`config.mk`:
```
export PLATFORM = sky130hd
export DESIGN_NAME = pwm_comp_gen
export DESIGN_NICKNAME = d
export VERILOG_FILES = /design/src/rtl/pwm_comp_gen.sv
export SDC_FILE = /design/constraint.sdc
export NUM_CORES = 1
export LEC_CHECK = 0
export CAP_MARGIN = 10
export CORE_MARGIN = 2
export CORE_UTILIZATION = 25
export CTS_CLUSTER_SIZE = 28
export DETAILED_ROUTE_END_ITERATION = 16
export PLACE_DENSITY = 0.46
export SETUP_SLACK_MARGIN = 0.15
export SLEW_MARGIN = 10
export SYNTH_ARGS = -nofsm -noshare
export SYNTH_HDL_FRONTEND = slang
export SYNTH_SLANG_ARGS = --single-unit
```
`constraint.sdc`:
```
create_clock -name clk -period 2.7 [get_ports clk]
set_input_delay 0.54 -clock clk [delete_from_list [all_inputs] [get_ports clk]]
set_output_delay 0.54 -clock clk [all_outputs]
set_load 0.05 [all_outputs]
```
`src/rtl/pwm_comp_gen.sv`:
```
// pwm_comp_gen: complementary PWM source for one half-bridge leg, with a double-buffered
// duty, brake/coast, a period-sync pulse and a minimum pulse width that snaps short pulses to 0%/100%.
module pwm_comp_gen #(
    parameter int WIDTH     = 11,
    parameter int MIN_PULSE = 34
) (
    input  logic             clk,
    input  logic             rst_n,
    input  logic             en_i,
    input  logic [WIDTH-1:0] duty_i,
    input  logic             duty_wr_i,
    input  logic             brake_i,
    output logic             high_o,
    output logic             low_o,
    output logic             synch_o,
    output logic             duty_ack_o
);
    typedef enum logic [1:0] {IDLE, RUN, BRAKE} state_t;

    localparam logic [WIDTH-1:0] CNT_MAX = '1;
    localparam logic [WIDTH:0]   FULL    = {1'b1, {WIDTH{1'b0}}};
    localparam logic [WIDTH:0]   MINP    = (WIDTH+1)'(MIN_PULSE);

    state_t           state_q, state_d;
    logic [WIDTH-1:0] cnt_q, cnt_d, pend_q, pend_d, act_q, act_d;
    logic             pend_vld_q, pend_vld_d;
    logic             high_q, high_d, low_q, low_d, synch_q, synch_d, ack_q, ack_d;
    logic             wrap, start, xfer, high_nxt, run_out;

    assign wrap  = (state_q != IDLE) && en_i && (cnt_q == CNT_MAX);
    assign start = (state_q == IDLE) && en_i;
    // A write landing on a transfer cycle goes straight to active.
    assign xfer  = (wrap || start) && (pend_vld_q || duty_wr_i);

    always_ff @(posedge clk or negedge rst_n) begin
        if (!rst_n) begin
            state_q <= IDLE;
        end else begin
            state_q <= state_d;
        end
    end

    always_comb begin
        state_d = state_q;
        unique case (state_q)
            IDLE:    state_d = en_i ? RUN : IDLE;
            RUN:     state_d = !en_i ? IDLE : (brake_i ? BRAKE : RUN);
            BRAKE:   state_d = !en_i ? IDLE : ((wrap && !brake_i) ? RUN : BRAKE);
            default: state_d = IDLE;
        endcase
    end

    // Snapped duty: too-short on- or off-times collapse to a constant level.
    assign high_nxt = ({1'b0, act_q} < MINP)          ? 1'b0 :
                      ((FULL - {1'b0, act_q}) < MINP) ? 1'b1 :
                      (cnt_q < act_q);
    assign run_out  = (state_q == RUN) && en_i && !brake_i;

    always_comb begin
        cnt_d      = (state_q == IDLE || !en_i) ? '0 : cnt_q + 1'b1;
        pend_d     = duty_wr_i ? duty_i : pend_q;
        pend_vld_d = xfer ? 1'b0 : (pend_vld_q || duty_wr_i);
        act_d      = xfer ? (duty_wr_i ? duty_i : pend_q) : act_q;
        high_d     = run_out && high_nxt;
        low_d      = run_out && !high_nxt;
        synch_d    = wrap;
        ack_d      = xfer;
    end

    always_ff @(posedge clk or negedge rst_n) begin
        if (!rst_n) begin
            cnt_q      <= '0;
            pend_q     <= '0;
            pend_vld_q <= 1'b0;
            act_q      <= '0;
            high_q     <= 1'b0;
            low_q      <= 1'b0;
            synch_q    <= 1'b0;
            ack_q      <= 1'b0;
        end else begin
            cnt_q      <= cnt_d;
            pend_q     <= pend_d;
            pend_vld_q <= pend_vld_d;
            act_q      <= act_d;
            high_q     <= high_d;
            low_q      <= low_d;
            synch_q    <= synch_d;
            ack_q      <= ack_d;
        end
    end

    assign high_o     = high_q;
    assign low_o      = low_q;
    assign synch_o    = synch_q;
    assign duty_ack_o = ack_q;
endmodule
```
; Word-level counts from Yosys, hierarchy flattened
; Cells that the tools add are included.
[totals]
output_inout_bits = 4
inputBits = 16
regBits = 40
word_cells = 45
[op_classes]
eq_ne = 3
n_addsub = 2
mux = 11
n_reduce_logical = 17
magnitude_cmp = 3
[op_table]
columns = op, n
row1 = 2-to-1 mux 11 bit, 2
row2 = less-than comparator 12 x 6 -> 1 bit (second input constant), 1
row3 = subtractor 12 x 11 -> 12 bit (first input constant), 1
row4 = adder 11 x 1 -> 11 bit (second input constant), 1
row5 = == test 11 bit (second input constant), 1
row6 = less-than comparator 11 bit, 1
row7 = less-than comparator 11 x 6 -> 1 bit (second input constant), 1
row8 = logical AND 1 bit, 9
row9 = 2-to-1 mux 2 bit, 4
row10 = one-hot mux 2 bit (3 select lines), 1
row11 = 2-to-1 mux 1 bit, 4
row12 = logical NOT 1 bit, 3
row13 = logical OR 1 bit, 3
row14 = == test 2 x 1 -> 1 bit (second input constant), 1
row15 = == test 2 bit (second input constant), 1
row16 = logical NOT 2 bit, 1
row17 = nonzero test 2 bit, 1

; Depth between registers and ports, before layout
; Gate-level depths: netlist of the first run.
[logic_depth]
ltp_word = 7
ltp_mapped = 8
depth_no_buf = 8

; Least setup slack after synthesis of the first run
; Ideal clock, no wire load.
[synth_path]
kind = register -> register
from = register act_q[0]
to = register high_q, in the netlist high_o
path_buffers = 0
period_less_slack_ns = 2.049
path_slack_ns = 0.651
required_time_ns = 2.627
arrival_ns = 1.976
stages_incl_launch_ff = 9
setup_ns = 0.073
cell_sequence = dfrtp_1 > inv_1 > ha_1 > or2b_2 > nor4_1 > mux2i_1 > a21oi_1 > o41ai_2 > nor2b_1
[synth_via]
elab_chain_len = 5
word_cells_on_any_way = 7
cone_classes = 1 x add/sub / 3 x order compare / 2 x mux / 1 x reduce/logical
[synth_rtl]
columns = item, line
row1 = from (decl), 25  ; logic [WIDTH-1:0] cnt_q, cnt_d, pend_q, pend_d, act_q, act_d;
row2 = from (signal assigned), 84  ; act_q <= act_d;
row3 = subtractor 12 x 11 -> 12 bit, 55  ; ((FULL - {1'b0, act_q}) < MINP) ? 1'b1 :
row4 = less-than comparator 12 x 6 -> 1 bit, 55
row5 = 2-to-1 mux 1 bit, 55
row6 = 2-to-1 mux 1 bit (*), 54  ; assign high_nxt = ({1'b0, act_q} < MINP) ? 1'b0 :
row7 = logical AND 1 bit (*), 64  ; high_d = run_out && high_nxt;
row8 = named net high_d, 27  ; logic high_q, high_d, low_q, low_d, synch_q, synch_d, ack_q, ack_d;
row9 = to (signal assigned), 85  ; high_q <= high_d;
row10 = to (decl), 27
; The timed path passes the listed nets; every way through them passes the cells marked *.
; A chain may end at the register's enable or synchronous reset.

; Worst setup path in the final report of the first run
; Ends and elaborated chain as after synthesis.

==> results of run 1 <==
per-stage QoR:
stage	hold slack, ns	instance area, sq um
after floorplan	0.244	1990
after global placement	0.483	2300
after detailed placement	0.487	2300
after CTS	0.403	2410
after global routing	0.433	2410
final	0.361	2410
layout by cell type (no fill, tap or decap), types with 2 or more instances in the layout:
cell type,synthesis,layout
dfrtp_1,40,40
o21ai_0,19,19
nand2_1,19,19
clkdlybuf4s50_1,0,18
nor2_1,14,14
inv_1,13,13
mux2_2,12,12
ha_1,12,12
a21oi_1,9,9
xor2_1,5,5
clkbuf_8,0,5
or3_1,4,4
nand3_1,3,3
nand4_1,3,3
nor2b_1,3,3
and3_1,2,2
xnor2_1,2,2
nor3b_1,2,2
nand2b_1,2,2
nand3b_1,2,2
or4_1,2,2
o211ai_1,2,2
buf_4,0,2
power groups by stage:
stage / Combinational, mW / Clock [mW] / Sequential (mW)
2_1_floorplan: 0.247 / 0 / 0.747
3_3_place_gp: 0.359 / 0 / 0.761
3_5_place_dp: 0.365 / 0 / 0.756
4_1_cts: 0.367 / 0.493 / 0.748
5_1_grt: 0.421 / 0.528 / 0.761
6_report: 0.360 / 0.475 / 0.749
layout make-up:
cell class / instances / area [sq um] / area share, %
Sequential cell: 40 / 1000 / 41.5
Multi-Input combinational cell: 134 / 928 / 38.5
Timing Repair Buffer: 21 / 200 / 8.29
Clock inverter: 2 / 35.0 / 1.45
Clock buffer: 6 / 72.6 / 3.01
Inverter: 13 / 48.8 / 2.02
Tap cell: 102 / 128 / 5.29
metal layers:
metal,up-vias,global-route usage [%],part of all wire (%)
li1,718,-,-
met1,676,13.1,49
met2,16,15.8,45
met3,6,3.30,4.4
met4,0,2.94,1.1
met5,-,0,0
worst max-delay path, cell delays in order, from the launching register on:
cell and delay [ns]:
dfrtp_1 0.46, inv_1 0.11, ha_1 0.16, or2b_2 0.35
nor4_2 0.26, mux2i_1 0.22, a21oi_1 0.09, o41ai_2 0.38
nor2b_1 0.17
registers in the layout, indices dropped and copies added, names as in the netlist, 2 cells and up:
signal   count
act_q       11
pend_q      11
state_q      2
cnt_q       11
worst paths after layout:
path | to | cells past startpoint | slack, ns
setup / recovery | high_o | 8 | 0.44
hold / removal | pend_q[2] | 1 | 0.36
setup reg to reg | high_o | 8 | 0.44
hold reg to reg | pend_q[5] | 1 | 0.50
max in group asynchronous | act_q[3] | 1 | 1.77
min in group clk | pend_q[5] | 1 | 0.50
cells by family (layout without fill, tap and decap cells):
logic type | after synthesis | count (layout) | share of synthesized area (%)
compound gates | 36 | 36 | 10.6
simple gates | 66 | 66 | 17.8
xor+xnor | 7 | 7 | 3.08
mux | 13 | 13 | 7.30
fa+ha+maj | 12 | 12 | 7.55
flops | 40 | 40 | 50.3
buf+inv | 17 | 42 | 3.33
what timing repair did:
action / 4_1_cts / 5_1_grt
buffers inserted: 0 / 0
setup endpoints to repair: 0 / 2
gates resized for setup: 0 / 1
==> results.toml, run 1 <==
[clock_network]
clock_path_buffers = 2
cts_tree = "built"
numCtsBuffers = 5
clk_pin_slew_ns = 0.08
cts_max_level = 2
clock_latency_ns = 0.29
cts_root_buffer = "clkbuf_8"
clkSinkCount = 40
holdBufCountCts = 0

[worst_setup_path]
cp.arrival_ns = 2.48
critPathKind = "flip-flop to flip-flop"
worstSetupStartpoint = "act_q[0]"
cp-start-kind = "flip-flop"
path_max_fanout = 7
endpoint_kind = "flip-flop"
r2r_start = "act_q[0]"
required_ns = 2.92

[floorplanning]
start_util_pct = 25.7
die_h_um = 93.2
die-area_sq_mm = 0.00869
std_cell_rows = 32
ioPinCount = 20
coreArea_sq_mm = 0.00773
die_w_um = 93.2

[placed_design]
place_ws_ns = 0.378
placed_cells = 310
port_buffers = 19
dp_hpwl_um = 2930
globalplace.congestion = 0.724

[drt]
ant_nets = 0
drc = 0
wl_um = 3840
drtIter0Drc = 45
viasPerCell = 4.45
first_pass_iters = 4
wire_per_inst_um = 12.1
route.vias.total = 1416

[power_and_ir_drop]
total_power_mw = 1.58
vdd_drop_max_uv = 206
switching_share_pct = 29.9
clockPowerShare_pct = 30.0
p_leak_nw = 1.02
power.density_mw_per_mm2 = 656
power.switching_mw = 0.473
combPwrFrac_pct = 22.7
pwr-share-seq_pct = 47.3
internal-power_mw = 1.11

[synthesis]
synth_top_area_share_pct = 50.3
synth.largest_area_cell = "dfrtp_1"
synthesis.area_sq_mm = 0.00199
avgSynthCellArea_sq_um = 10.4
yosysSeqAreaShare_pct = 50.3
synth_most_common_cell = "dfrtp_1"
synth_area_leaders = "dfrtp_1 50%, ha_1 7.5%, mux2_2 6.8%"
synth_edf_count = 0
synthArstFlopShare_pct = 100
synth_common_cells = "40 x dfrtp_1, 19 x nand2_1, 19 x o21ai_0"
ys.flop_type = "dfrtp_1"
yosys_warnings = 0
ys_ff_latch = 40
syn_inst = 191
syn_nets = 219
yosysUniqueCellTypes = 39

[sta]
hold_viol_final = 0
tightest_slew_ns = 0.882
final.min_clock_period_ns = 2.26
clock_skew_ns = 0.00606
clock.fmax_ghz = 0.442
rsz0062_at_grt = "no"
fin_ws_ns = 0.437
fin_tns_setup_ns = 0
period_share_pct = 83.8
report.final.slew_viol_count = 0
maxSlewHeadroom_pct = 41.2
setup_violations = 0

[hold_path]
hp-class = "primary input to asynchronous set/reset pin"

[finish]
antenna_cells = 0
areaGrowthSynthToFinish_pct = 21.3
num-nets-final = 243
final_cell_count_no_fill = 318
fillers = 811
drive_gt1_share_pct = 13.4
final_util_pct = 31.2

[job]
cap_violations = 0

[global_routing]
grt_pass1_wl_um = 6780
gr-total-overflow = 0
antenna_found_initial = 0
grt_max_degree = 41
first_global_vias = 1405
track_usage_pct = 10.0

[run_status]
status = "finished clean"
Note: power is estimated with default switching activity, not from simulation.
==> run 2, diff against run 1 <==
clock period = 2.18 ns   (was 2.7 ns; I/O delays follow)
==> run 2 against run 1 <==
  * Sequential share of layout area down 3.0 points
  * Fmax up 9.4%
  * Worst hold slack worse by 0.26 ns
  * Sequential power up 24%
  * Sequential cell count unchanged
  * Register-to-register slack worse by 0.33 ns
  * Cell count up 3.1%
  * Critical path type unchanged
  * Largest power group unchanged
==> results.toml, run 2 (synthesis gave the netlist of run 1 again) <==
[clock_network]
clk_pin_slew_ns = 0.07
cts_max_level = 2
clock_latency_ns = 0.28
clkSinkCount = 40
cts_root_buffer = "clkbuf_8"
cts_tree = "built"
clock_path_buffers = 2
numCtsBuffers = 5

[floorplanning]
start_util_pct = 25.7
die_h_um = 93.2
coreArea_sq_mm = 0.00773
die_w_um = 93.2
std_cell_rows = 32
ioPinCount = 20
die-area_sq_mm = 0.00869

[worst_setup_path]
r2r_start = "act_q[1]"
cpPeakStageDelay_ns = 0.54
critPathKind = "flip-flop to flip-flop"
cp.buffers_inverters = 0
r2r-end = "high_o"
crit_end = "high_o"
required_ns = 2.40
cp-start-kind = "flip-flop"
cp.arrival_ns = 2.29
cp.depth = 6
worstSetupStartpoint = "act_q[1]"
path_delay_family = "simple AND/OR/NAND/NOR gates"
path_max_fanout = 5
reg2reg_slack_ns = 0.11
r2r_cells = 6
crit_chain = "or4_4, or3_4, nor3_4, a21oi_2, o41ai_4, nor2b_1"
endpoint_kind = "flip-flop"
slowest_stage = "or4_4"

[drt]
viasPerCell = 4.42
first_pass_iters = 4
drc = 0
wire_per_inst_um = 12.7
route.vias.total = 1451
wl_um = 4170
drtIter0Drc = 25
ant_nets = 0

[power_and_ir_drop]
vdd_drop_max_uv = 287
p_leak_nw = 1.12
power.density_mw_per_mm2 = 794

[finish]
mostFrequentLayoutCells = "39 x dfrtp_1, 19 x o21ai_0, 19 x nand2_1"
num-nets-final = 254
top_regs = "act_q: 11 flops, cnt_q: 11 flops, pend_q: 11 flops"
final_common_cell = "dfrtp_1"
final_util_pct = 33.7
areaGrowthSynthToFinish_pct = 30.9
final_area_sq_mm = 0.00260
drive_gt1_share_pct = 22.6
antenna_cells = 0

[placed_design]
place_area_sq_mm = 0.00238
place_ws_ns = 0.0310
port_buffers = 19
dp_hpwl_um = 3130
globalplace.congestion = 0.813

[hold_path]
hp-class = "primary input to asynchronous set/reset pin"

[sta]
clock.fmax_ghz = 0.483
report.final.slew_viol_count = 0
fin_ws_ns = 0.111
setup_violations = 0
tightest_slew_ns = 0.499
hold_viol_final = 0
maxSlewHeadroom_pct = 66.6
fin_tns_setup_ns = 0
final.min_clock_period_ns = 2.07
whs_ns = 0.105
clock_skew_ns = 0.00354
period_share_pct = 94.9
rsz0062_at_grt = "yes"

[global_routing]
first_global_vias = 1465
grt_pass1_wl_um = 7120
grt_max_degree = 24
track_usage_pct = 10.5
gr-total-overflow = 0
antenna_found_initial = 0

[run_status]
status = "finished clean"

[job]
cap_violations = 0
-- run 2: cell types whose count changed in the layout (fill, tap and decap cells not counted), moves of 2 or more --
cell      before  now
inv_2          0    2
inv_1         13   11
a21oi_2        0    2
buf_4          2   11
clkbuf_8       5    7
buf_12         0    2
a21oi_1        9    7
nor4_4         0    2
-- run 2: how the worst min path moves through the flow --
stage | depth (start not counted) | start | endpoint | slack [ns]
2_1_floorplan | 0 | rst_n | act_q[0] | 0.14
3_5_place_dp | 1 | rst_n | pend_q[3] | 0.42
6_report | 1 | rst_n | pend_q[3] | 0.10
4_1_cts | 1 | rst_n | act_q[4] | 0.10
5_1_grt | 1 | rst_n | pend_q[4] | 0.13
3_3_place_gp | 1 | rst_n | pend_q[3] | 0.43
-- run 2: report_power, final --
| part | internal, mW | switching [mW] |
|---|---|---|
| Sequential | 0.839 | 0.0911 |
| Clock | 0.282 | 0.242 |
| Combinational | 0.288 | 0.327 |
-- run 2: layer usage --
metal  GRT usage (%)  up-vias  share of wire [%]
met2            17.0       15                 45
met3            2.98        6                3.2
met4            2.94        0                1.2
met5               0        -                  0
met1            13.9      690                 51
li1                -      740                  -
-- run 2: layout make-up --
| cell class | instances | area, sq um |
|---|---|---|
| clock buffers | 7 | 96.3 |
| fillers | 785 | 5120 |
| inverters | 13 | 48.8 |
| multi-input cells | 134 | 1020 |
| flip-flops and latches | 40 | 1000 |
| well taps | 102 | 128 |
| repair buffers | 32 | 308 |
-- run 2: stage by stage --
step	power [mW]	cells
after floorplan	1.24	191
after global placement	1.42	317
after detailed placement	1.43	317
after CTS	2.06	325
after global routing	2.22	328
final	2.07	328
-- run 2: what timing repair did --
action / CTS / global route
setup buffers: 1 / 3
setup endpoints to repair: 7 / 12
pin swaps: 1 / 1
resized for setup: 10 / 9
hold buffers: 0 / 0
==> run 3, diff against run 2 <==
ABC_AREA = 0   (was unset)
PLACE_DENSITY = unset   (was 0.46)
==> run 3 against run 2 <==
  * Cell count down 0.61%
  * Combinational power down 7.8%
  * Clock skew is 0.0018 ns lower
  * Critical path depth stayed put
  * Sequential cell count unchanged
==> results.toml, run 3 (synthesis gave the netlist of run 1 again) <==
[clock_network]
cts_root_buffer = "clkbuf_8"
clock_path_buffers = 2
cts_tree = "built"
holdBufCountCts = 0
numCtsBuffers = 5
clock_latency_ns = 0.28
cts_max_level = 2
clk_pin_slew_ns = 0.07
clkSinkCount = 40

[drt]
drc = 0
drtIter0Drc = 24
wl_um = 3970
ant_nets = 0
first_pass_iters = 4
route.vias.total = 1472
viasPerCell = 4.52
wire_per_inst_um = 12.2

[global_routing]
antenna_found_initial = 0
first_global_vias = 1508
grt_pass1_wl_um = 6930
track_usage_pct = 10.2
gr-total-overflow = 0
grt_max_degree = 24

[sta]
clock_skew_ns = 0.00177
fin_ws_ns = 0.125
report.final.slew_viol_count = 0
rsz0062_at_grt = "yes"
period_share_pct = 94.3
hold_viol_final = 0
final.min_clock_period_ns = 2.06
clock.fmax_ghz = 0.487
maxSlewHeadroom_pct = 66.0
fin_tns_setup_ns = 0
tightest_slew_ns = 0.509
setup_violations = 0

[floorplanning]
die_w_um = 93.2
ioPinCount = 20
die_h_um = 93.2
std_cell_rows = 32
die-area_sq_mm = 0.00869
start_util_pct = 25.7
coreArea_sq_mm = 0.00773

[worst_setup_path]
cpPeakStageDelay_ns = 0.57
cp.depth = 6
cp-start-kind = "flip-flop"
required_ns = 2.40
critPathKind = "flip-flop to flip-flop"
slowest_stage = "or4_2"
path_max_fanout = 6
endpoint_kind = "flip-flop"
crit_chain = "or4_2, a21o_1, a21oi_1, o221ai_2, o41ai_4, nor2b_2"
cp.buffers_inverters = 0
r2r_cells = 6
cp.arrival_ns = 2.28
path_delay_family = "simple AND/OR/NAND/NOR gates"

[finish]
antenna_cells = 0
final_util_pct = 33.0
areaGrowthSynthToFinish_pct = 28.1
final_common_cell = "dfrtp_1"
top_regs = "act_q: 11 flops, cnt_q: 11 flops, pend_q: 11 flops"
drive_gt1_share_pct = 20.1
mostFrequentLayoutCells = "39 x dfrtp_1, 19 x o21ai_0, 19 x nand2_1"
num-nets-final = 252

[job]
cap_violations = 0

[placed_design]
port_buffers = 19
dp_hpwl_um = 2980
globalplace.congestion = 0.762
place_ws_ns = 0.00653

[hold_path]
hp-class = "primary input to asynchronous set/reset pin"

[power_and_ir_drop]
p_leak_nw = 1.09
vdd_drop_max_uv = 259
power.density_mw_per_mm2 = 768

[run_status]
status = "finished clean"
## run 3: cell count changes in the layout (fill, tap and decap cells not counted), sizes merged
cell and change:
buf -2, clkbuf -1, clkinv +1
## run 3: layer usage
layer | part of all wire, % | track usage [%] | up-vias
li1 | - | - | 735
met1 | 45 | 12.8 | 705
met2 | 49 | 16.8 | 24
met3 | 5.1 | 3.22 | 8
met4 | 1.6 | 3.31 | 0
met5 | 0 | 0 | -
## run 3: final timing paths
path	startpoint	endpoint	slack, ns
worst min-delay path	rst_n	pend_q[4]	0.11
worst max register to register	act_q[4]	high_o	0.12
worst min register to register	pend_q[2]	pend_q[2]	0.50
min in group clk	pend_q[2]	pend_q[2]	0.50
max in group asynchronous	rst_n	low_o	1.60
worst max-delay path	act_q[4]	high_o	0.12
## run 3: what timing repair did
item / 4_1_cts / 5_1_grt
setup buffers: 2 / 3
endpoints found under the setup margin: 13 / 13
resized for setup: 4 / 11
pin swaps: 2 / 1
## run 3: per-stage QoR
| step | instance area (sq um) | total power [mW] | hold WS [ns] | instances |
|---|---|---|---|---|
| 2_1_floorplan | 2000 | 1.24 | 0.140 | 191 |
| 3_3_place_gp | 2360 | 1.41 | 0.428 | 314 |
| 3_5_place_dp | 2360 | 1.42 | 0.431 | 314 |
| 4_1_cts | 2470 | 1.92 | 0.117 | 323 |
| 5_1_grt | 2550 | 2.10 | 0.128 | 326 |
| 6_report | 2550 | 1.96 | 0.106 | 326 |
## run 3: power breakdown
group / switching, mW / internal (mW) / leakage (nW)
Combinational: 0.303 / 0.265 / 0.540
Clock: 0.240 / 0.218 / 0.0410
Sequential: 0.0928 / 0.839 / 0.507
## run 3: layout make-up
| type | count | area [sq um] |
|---|---|---|
| fill | 785 | 5180 |
| sequential | 40 | 1000 |
| multi-input combinational | 134 | 1000 |
| timing repair buffer | 30 | 293 |
| tap | 102 | 128 |
| clock buffer | 6 | 72.6 |
| inverter | 13 | 48.8 |
| clock inverter | 1 | 5.00 |
